## config.mk

```make
export PLATFORM = sky130hd
export DESIGN_NAME = adder_rs_array
export DESIGN_NICKNAME = d
export VERILOG_FILES = /design/src/rtl/adder_rs_array.sv
export SDC_FILE = /design/constraint.sdc
export NUM_CORES = 1
export LEC_CHECK = 0
export BUFFER_PORTS_ARGS = -buffer_cell sky130_fd_sc_hd__buf_2
export CAP_MARGIN = 0
export CORE_MARGIN = 2
export CORE_UTILIZATION = 55
export CTS_CLUSTER_SIZE = 20
export DETAILED_ROUTE_END_ITERATION = 16
export PLACE_DENSITY = 0.71
export SYNTH_ARGS = -nofsm -noshare
export SYNTH_HDL_FRONTEND = slang
export SYNTH_SLANG_ARGS = --single-unit
```

## constraint.sdc

```tcl
create_clock -name clock -period 9.6 [get_ports clock]
set_input_delay 0.48 -clock clock [delete_from_list [all_inputs] [get_ports clock]]
set_output_delay 0.48 -clock clock [all_outputs]
set_load 0.01 [all_outputs]
```

## src/rtl/adder_rs_array.sv

```systemverilog
// Adder/logic reservation-station array: NUM_RS stations feeding one
// multi-cycle ALU with a single CDB requester, oldest-ready-first dispatch.
module adder_rs_array #(
  parameter int DATA_W  = 32,
  parameter int TAG_W   = 6,
  parameter int NUM_RS  = 4,
  parameter int RS_BASE = 1,
  parameter int LATENCY = 2
) (
  input  logic              clock,
  input  logic              reset,
  input  logic              issue,
  input  logic [2:0]        opcode,
  input  logic [DATA_W-1:0] A,
  input  logic [DATA_W-1:0] B,
  input  logic              A_invalid,
  input  logic              B_invalid,
  input  logic              cdb_valid,
  input  logic [TAG_W-1:0]  cdb_tag,
  input  logic [DATA_W-1:0] cdb_data,
  input  logic              cdb_grant,
  output logic              cdb_rts,
  output logic              cdb_out_valid,
  output logic [TAG_W-1:0]  cdb_out_tag,
  output logic [DATA_W-1:0] cdb_out_data,
  output logic              available,
  output logic [TAG_W-1:0]  rs_available,
  output logic [TAG_W-1:0]  issued,
  output logic [TAG_W-1:0]  rs_executing,
  output logic              error
);

  localparam int IDX_W = $clog2(NUM_RS);
  localparam int AGE_W = $clog2(NUM_RS) + 1;
  localparam int CNT_W = $clog2(LATENCY) + 1;

  typedef enum logic [1:0] {ALU_IDLE, ALU_EXEC, ALU_WAIT} alu_state_e;

  // Station storage
  logic              busy_q [NUM_RS];
  logic [2:0]        op_q   [NUM_RS];
  logic [TAG_W-1:0]  qj_q   [NUM_RS];
  logic [TAG_W-1:0]  qk_q   [NUM_RS];
  logic [DATA_W-1:0] vj_q   [NUM_RS];
  logic [DATA_W-1:0] vk_q   [NUM_RS];
  logic [AGE_W-1:0]  age_q  [NUM_RS];

  // ALU / CDB side
  alu_state_e        state_q;
  logic [IDX_W-1:0]  exec_idx_q;
  logic [CNT_W-1:0]  cnt_q;
  logic              cdb_rts_q;
  logic [TAG_W-1:0]  out_tag_q;
  logic [DATA_W-1:0] out_data_q;
  logic [TAG_W-1:0]  rs_exec_q;
  logic [TAG_W-1:0]  issued_q;
  logic              error_q;

  logic              free_found;
  logic [IDX_W-1:0]  free_idx;
  logic              rdy_found;
  logic [IDX_W-1:0]  rdy_idx;
  logic [AGE_W-1:0]  rdy_age;
  logic              accept;
  logic              retire;
  logic [TAG_W-1:0]  qj_d, qk_d;
  logic [DATA_W-1:0] vj_d, vk_d;
  logic [DATA_W-1:0] alu_res;

  function automatic logic [TAG_W-1:0] idx_tag(input logic [IDX_W-1:0] idx);
    return TAG_W'(RS_BASE) + TAG_W'(idx);
  endfunction

  // Lowest-index free station
  always_comb begin
    free_found = 1'b0;
    free_idx   = '0;
    for (int unsigned i = 0; i < NUM_RS; i++) begin
      if (!busy_q[i] && !free_found) begin
        free_found = 1'b1;
        free_idx   = IDX_W'(i);
      end
    end
  end

  // Oldest ready station, from registered state only
  always_comb begin
    rdy_found = 1'b0;
    rdy_idx   = '0;
    rdy_age   = '0;
    for (int unsigned i = 0; i < NUM_RS; i++) begin
      if (busy_q[i] && qj_q[i] == '0 && qk_q[i] == '0 &&
          (!rdy_found || age_q[i] > rdy_age)) begin
        rdy_found = 1'b1;
        rdy_idx   = IDX_W'(i);
        rdy_age   = age_q[i];
      end
    end
  end

  // Operand capture at issue, including same-cycle CDB bypass
  always_comb begin
    qj_d = '0;
    vj_d = A;
    qk_d = '0;
    vk_d = B;
    if (A_invalid) begin
      if (cdb_valid && cdb_tag == A[TAG_W-1:0]) begin
        vj_d = cdb_data;
      end else begin
        qj_d = A[TAG_W-1:0];
        vj_d = '0;
      end
    end
    if (B_invalid) begin
      if (cdb_valid && cdb_tag == B[TAG_W-1:0]) begin
        vk_d = cdb_data;
      end else begin
        qk_d = B[TAG_W-1:0];
        vk_d = '0;
      end
    end
  end

  // ALU datapath on the station currently in execution
  always_comb begin
    case (op_q[exec_idx_q])
      3'b000:  alu_res = vj_q[exec_idx_q] + vk_q[exec_idx_q];
      3'b001:  alu_res = vj_q[exec_idx_q] - vk_q[exec_idx_q];
      3'b100:  alu_res = vj_q[exec_idx_q] | vk_q[exec_idx_q];
      3'b101:  alu_res = vj_q[exec_idx_q] & vk_q[exec_idx_q];
      3'b110:  alu_res = ~vj_q[exec_idx_q];
      3'b111:  alu_res = vj_q[exec_idx_q] ^ vk_q[exec_idx_q];
      default: alu_res = '0;
    endcase
  end

  assign accept = issue & free_found;
  assign retire = (state_q == ALU_WAIT) & cdb_grant;

  // Station update: issue, snoop, retire and relative age tracking.
  // Age counts live stations issued after this one, so it stays below NUM_RS
  // and the ordering survives any number of issues.
  always_ff @(posedge clock) begin
    if (reset) begin
      for (int unsigned i = 0; i < NUM_RS; i++) begin
        busy_q[i] <= 1'b0;
        op_q[i]   <= '0;
        qj_q[i]   <= '0;
        qk_q[i]   <= '0;
        vj_q[i]   <= '0;
        vk_q[i]   <= '0;
        age_q[i]  <= '0;
      end
    end else begin
      for (int unsigned i = 0; i < NUM_RS; i++) begin
        if (busy_q[i]) begin
          if (cdb_valid && qj_q[i] != '0 && qj_q[i] == cdb_tag) begin
            qj_q[i] <= '0;
            vj_q[i] <= cdb_data;
          end
          if (cdb_valid && qk_q[i] != '0 && qk_q[i] == cdb_tag) begin
            qk_q[i] <= '0;
            vk_q[i] <= cdb_data;
          end
          if (retire && exec_idx_q == IDX_W'(i)) begin
            busy_q[i] <= 1'b0;
          end
          age_q[i] <= age_q[i] + AGE_W'(accept)
                    - AGE_W'(retire && (age_q[i] > age_q[exec_idx_q]));
        end else if (accept && free_idx == IDX_W'(i)) begin
          busy_q[i] <= 1'b1;
          op_q[i]   <= opcode;
          qj_q[i]   <= qj_d;
          vj_q[i]   <= vj_d;
          qk_q[i]   <= qk_d;
          vk_q[i]   <= vk_d;
          age_q[i]  <= '0;
        end
      end
    end
  end

  // Issue handshake pulses
  always_ff @(posedge clock) begin
    if (reset) begin
      issued_q <= '0;
      error_q  <= 1'b0;
    end else begin
      issued_q <= accept ? idx_tag(free_idx) : '0;
      error_q  <= issue & ~free_found;
    end
  end

  // ALU FSM: dispatch, count down latency, hold result until granted
  always_ff @(posedge clock) begin
    if (reset) begin
      state_q    <= ALU_IDLE;
      exec_idx_q <= '0;
      cnt_q      <= '0;
      cdb_rts_q  <= 1'b0;
      out_tag_q  <= '0;
      out_data_q <= '0;
      rs_exec_q  <= '0;
    end else begin
      case (state_q)
        ALU_IDLE: begin
          if (rdy_found) begin
            state_q    <= ALU_EXEC;
            exec_idx_q <= rdy_idx;
            cnt_q      <= CNT_W'(LATENCY - 1);
            rs_exec_q  <= idx_tag(rdy_idx);
          end
        end
        ALU_EXEC: begin
          if (cnt_q == '0) begin
            state_q    <= ALU_WAIT;
            cdb_rts_q  <= 1'b1;
            out_tag_q  <= rs_exec_q;
            out_data_q <= alu_res;
          end else begin
            cnt_q <= cnt_q - CNT_W'(1);
          end
        end
        ALU_WAIT: begin
          if (cdb_grant) begin
            state_q    <= ALU_IDLE;
            cdb_rts_q  <= 1'b0;
            out_tag_q  <= '0;
            out_data_q <= '0;
            rs_exec_q  <= '0;
          end
        end
        default: state_q <= ALU_IDLE;
      endcase
    end
  end

  assign cdb_rts       = cdb_rts_q;
  assign cdb_out_valid = cdb_rts_q & cdb_grant;
  assign cdb_out_tag   = out_tag_q;
  assign cdb_out_data  = out_data_q;
  assign available     = free_found;
  assign rs_available  = free_found ? idx_tag(free_idx) : '0;
  assign issued        = issued_q;
  assign rs_executing  = rs_exec_q;
  assign error         = error_q;

endmodule

```

==> impl_results.md <==
* Headroom to the max-slew limit at 30.2%
* WL/cell at 24.5 um
* Area of the multi-input gates at 10900 um2
* Max incr delay on CP at 530 ps
* Clock sinks at 383
* Starting DRC count in detailed routing at 1842
* PnR worst setup slack at 3510 ps
* Slew of the pin with the lowest slew margin at 1040 ps
* Placed cells at 2524
* Cell Area, Synth at 23000 um2
* FF+latch area at 11000 um2
* Die height at 208 um
* Critical path launch point type: flip-flop
* Initial core utilization at 56.0%
* # IOs at 172
* Cts hold-fix bufs at 0
* Pre-antenna DRT Iters at 5
* Synth top cells by count: 329 x edfxtp_1, 257 x a22o_1, 134 x inv_1, 132 x nor2_1, 131 x ha_1
* Max-cap viol count at 0
* Mapped Cells at 1944
* Worst skew pair latency at 570 ps
* CTS tree: done
* Fraction of registers with async set/reset at 0%
* FILL cells at 3233
* Final period util at 63.4%
* Grt ovf at 0
* Core Util, Final at 61.8%
* Setup Viol. Count Final at 0
* Max Clock Freq at 164 MHz
* CP required at 10020 ps
* Pins over their slew limit at 0
* CP endpoint kind: flip-flop
* Area growth from synthesis to layout at 10.5%
* Clock buffer depth at 3
* RSZ-0062 raised after global routing: false
* Post-CTS resize count at 0
* Most common cell on crit path: ha_1
* I/O Buffers at 159
* HPWL after DPL at 43900 um
* Seq cells post-synth at 383
* Synth unique cells at 70
* Clock share of power at 34.0%
* Vias in the first global route at 16025
* Switching Power at 0.00132 W
* Layout cells sized above 1 at 17.3%
* Reg clk slew, reported paths at 60 ps
* Max rail drop VDD at 143 uV
* Initial antenna violation count at 13
* Minimum clock period at 6090 ps
* Fin Setup TNS at 0 ps
* CP arrival at 6510 ps
* PwrDens at 177 nW/um2
* Warnings from Yosys at 0
* Combinational power share at 22.4%
* H-tree levels at 2
* Gpl congestion at 0.911
* CTS Buf Count at 41
* CP max FO at 7
* Global-route wire length before repair at 95800 um
* Post-synth EDFFs at 329
* Worst hold path class: primary input to flip-flop
* Die width at 208 um
* Seq pwr share at 43.6%
* Total number of vias at 16898
* Largest net degree at the start of global routing at 67
* Row cnt at 74
* Clk_skew at 24.4 ps
* Routed WL at 63800 um
* GRT Total Usage at 29.0%
* Most common cell in the netlist: edfxtp_1
* Kind of critical path: flip-flop to flip-flop
* Static leakage at 9.94 nW
* DRC Markers at 0
* Sw frac at 29.3%
* Slowest cell on the critical path: or4_1
* Fin. Hold Viols at 0
* Post-CTS Setup Inserts at 0
* Cell-internal power at 0.00318 W
* Post-Place Setup Slack at 3590 ps
* Post-Layout Cell Count at 2607
* Yosys top cell area share at 43.0%
* Most used DFF post-synth: edfxtp_1
* Clk root buf: clkbuf_16
* Syn Area/Cell at 11.8 um2
* Outcome: finished, final reports clean
* Register area share after synthesis at 47.7%
* Cell taking the most area after synthesis: edfxtp_1
* Vias per Instance at 6.48
* Core area at 41000 um2
* Final #Nets at 2283
* Routed Antenna Nets at 0
* Synth top area cells: edfxtp_1 43%, a22o_1 9.8%, mux4_2 8.0%, ha_1 7.1%, dfxtp_1 4.7%
* Die area at 43400 um2
cell usage in the layout (no fill, tap or decap), types with 12 or more instances in the layout:
master,count
edfxtp_1,329
conb_1,12
clkbuf_1,12
mux2i_1,32
a211oi_1,22
a22oi_1,25
nor2b_1,12
a21oi_1,63
nand4_1,16
nor2_1,123
nand2_1,82
xnor2_1,94
clkbuf_16,41
buf_4,32
or4_1,13
and2_1,12
dfxtp_1,52
buf_2,159
and3_1,20
nand3_1,20
xor2_1,24
a21o_1,19
inv_1,134
ha_1,131
a22o_1,257
mux4_2,82
o21ai_0,33
nor3_1,24
a31oi_1,21
cell type report:
type / count / area share (%)
Timing Repair Buffer: 191 / 4.08
Tap cell: 532 / 2.62
Antenna cell: 9 / 0.0888
Clock inverter: 21 / 0.774
Multi-Input combinational cell: 1281 / 42.9
Inverter: 137 / 2.03
Sequential cell: 383 / 43.2
Clock buffer: 53 / 4.22
layer usage:
| metal | share of wire (%) | GRT usage (%) |
|---|---|---|
| met3 | 11 | 6.54 |
| met4 | 2.1 | 8.06 |
| met5 | 0.056 | 0 |
| met1 | 43 | 42.6 |
| met2 | 44 | 43.3 |
power groups by stage:
stage                     Clock [W]  Sequential, W  Combinational (W)
after global routing        0.00161        0.00197            0.00110
after global placement            0        0.00199           0.000968
after CTS                   0.00154        0.00196           0.000995
after floorplan                   0        0.00198           0.000724
after detailed placement          0        0.00200           0.000989
final                       0.00153        0.00196            0.00101
worst max-delay path, delay by kind of cell (launching register included):
kind	cells	cell delay, ps
mux	1	350
buf+inv	1	110
compound gates	13	1770
flops	1	390
simple gates	9	2120
fa+ha+maj	4	1200
flip-flops by register name, summed over array words and instances (netlist names), named ones only:
signal and flops:
vj_q 128, cdb_out_tag 3, exec_idx_q 2, qj_q 24, cdb_rts 1, op_q 12
issued 3, qk_q 24, busy_q 4, error 1, age_q 12, state_q 2
vk_q 128, rs_executing 3, cdb_out_data 32, cnt_q 2
metrics by stage:
stage          hold slack (ps)  total power (W)  instance area (um2)
3_5_place_dp               459          0.00299                24100
4_1_cts                    178          0.00450                25300
6_report                   210          0.00450                25400
3_3_place_gp               445          0.00296                24100
2_1_floorplan              464          0.00270                23000
5_1_grt                    197          0.00469                25400
kinds of logic (layout without fill, tap and decap cells):
logic type,Yosys count,in the layout,share of synthesized area (%)
other cells,1,21,0.0163
compound gates,522,522,17.3
buf+inv,291,402,5.32
fa+ha+maj,136,136,7.58
xor+xnor,118,118,4.50
mux,116,116,9.54
simple gates,377,377,8.04
flops,383,383,47.7
final timing paths:
path                         from         endpoint  slack, ps  cells after the start
setup / recovery       qk_q[0][2]  rs_executing[1]       3510                     28
setup reg to reg       qk_q[0][2]  rs_executing[1]       3510                     28
hold / removal              issue            error        210                      3
hold reg to reg   cdb_out_data[4]  cdb_out_data[4]        460                      2
Note: power is estimated with default switching activity, not from simulation.
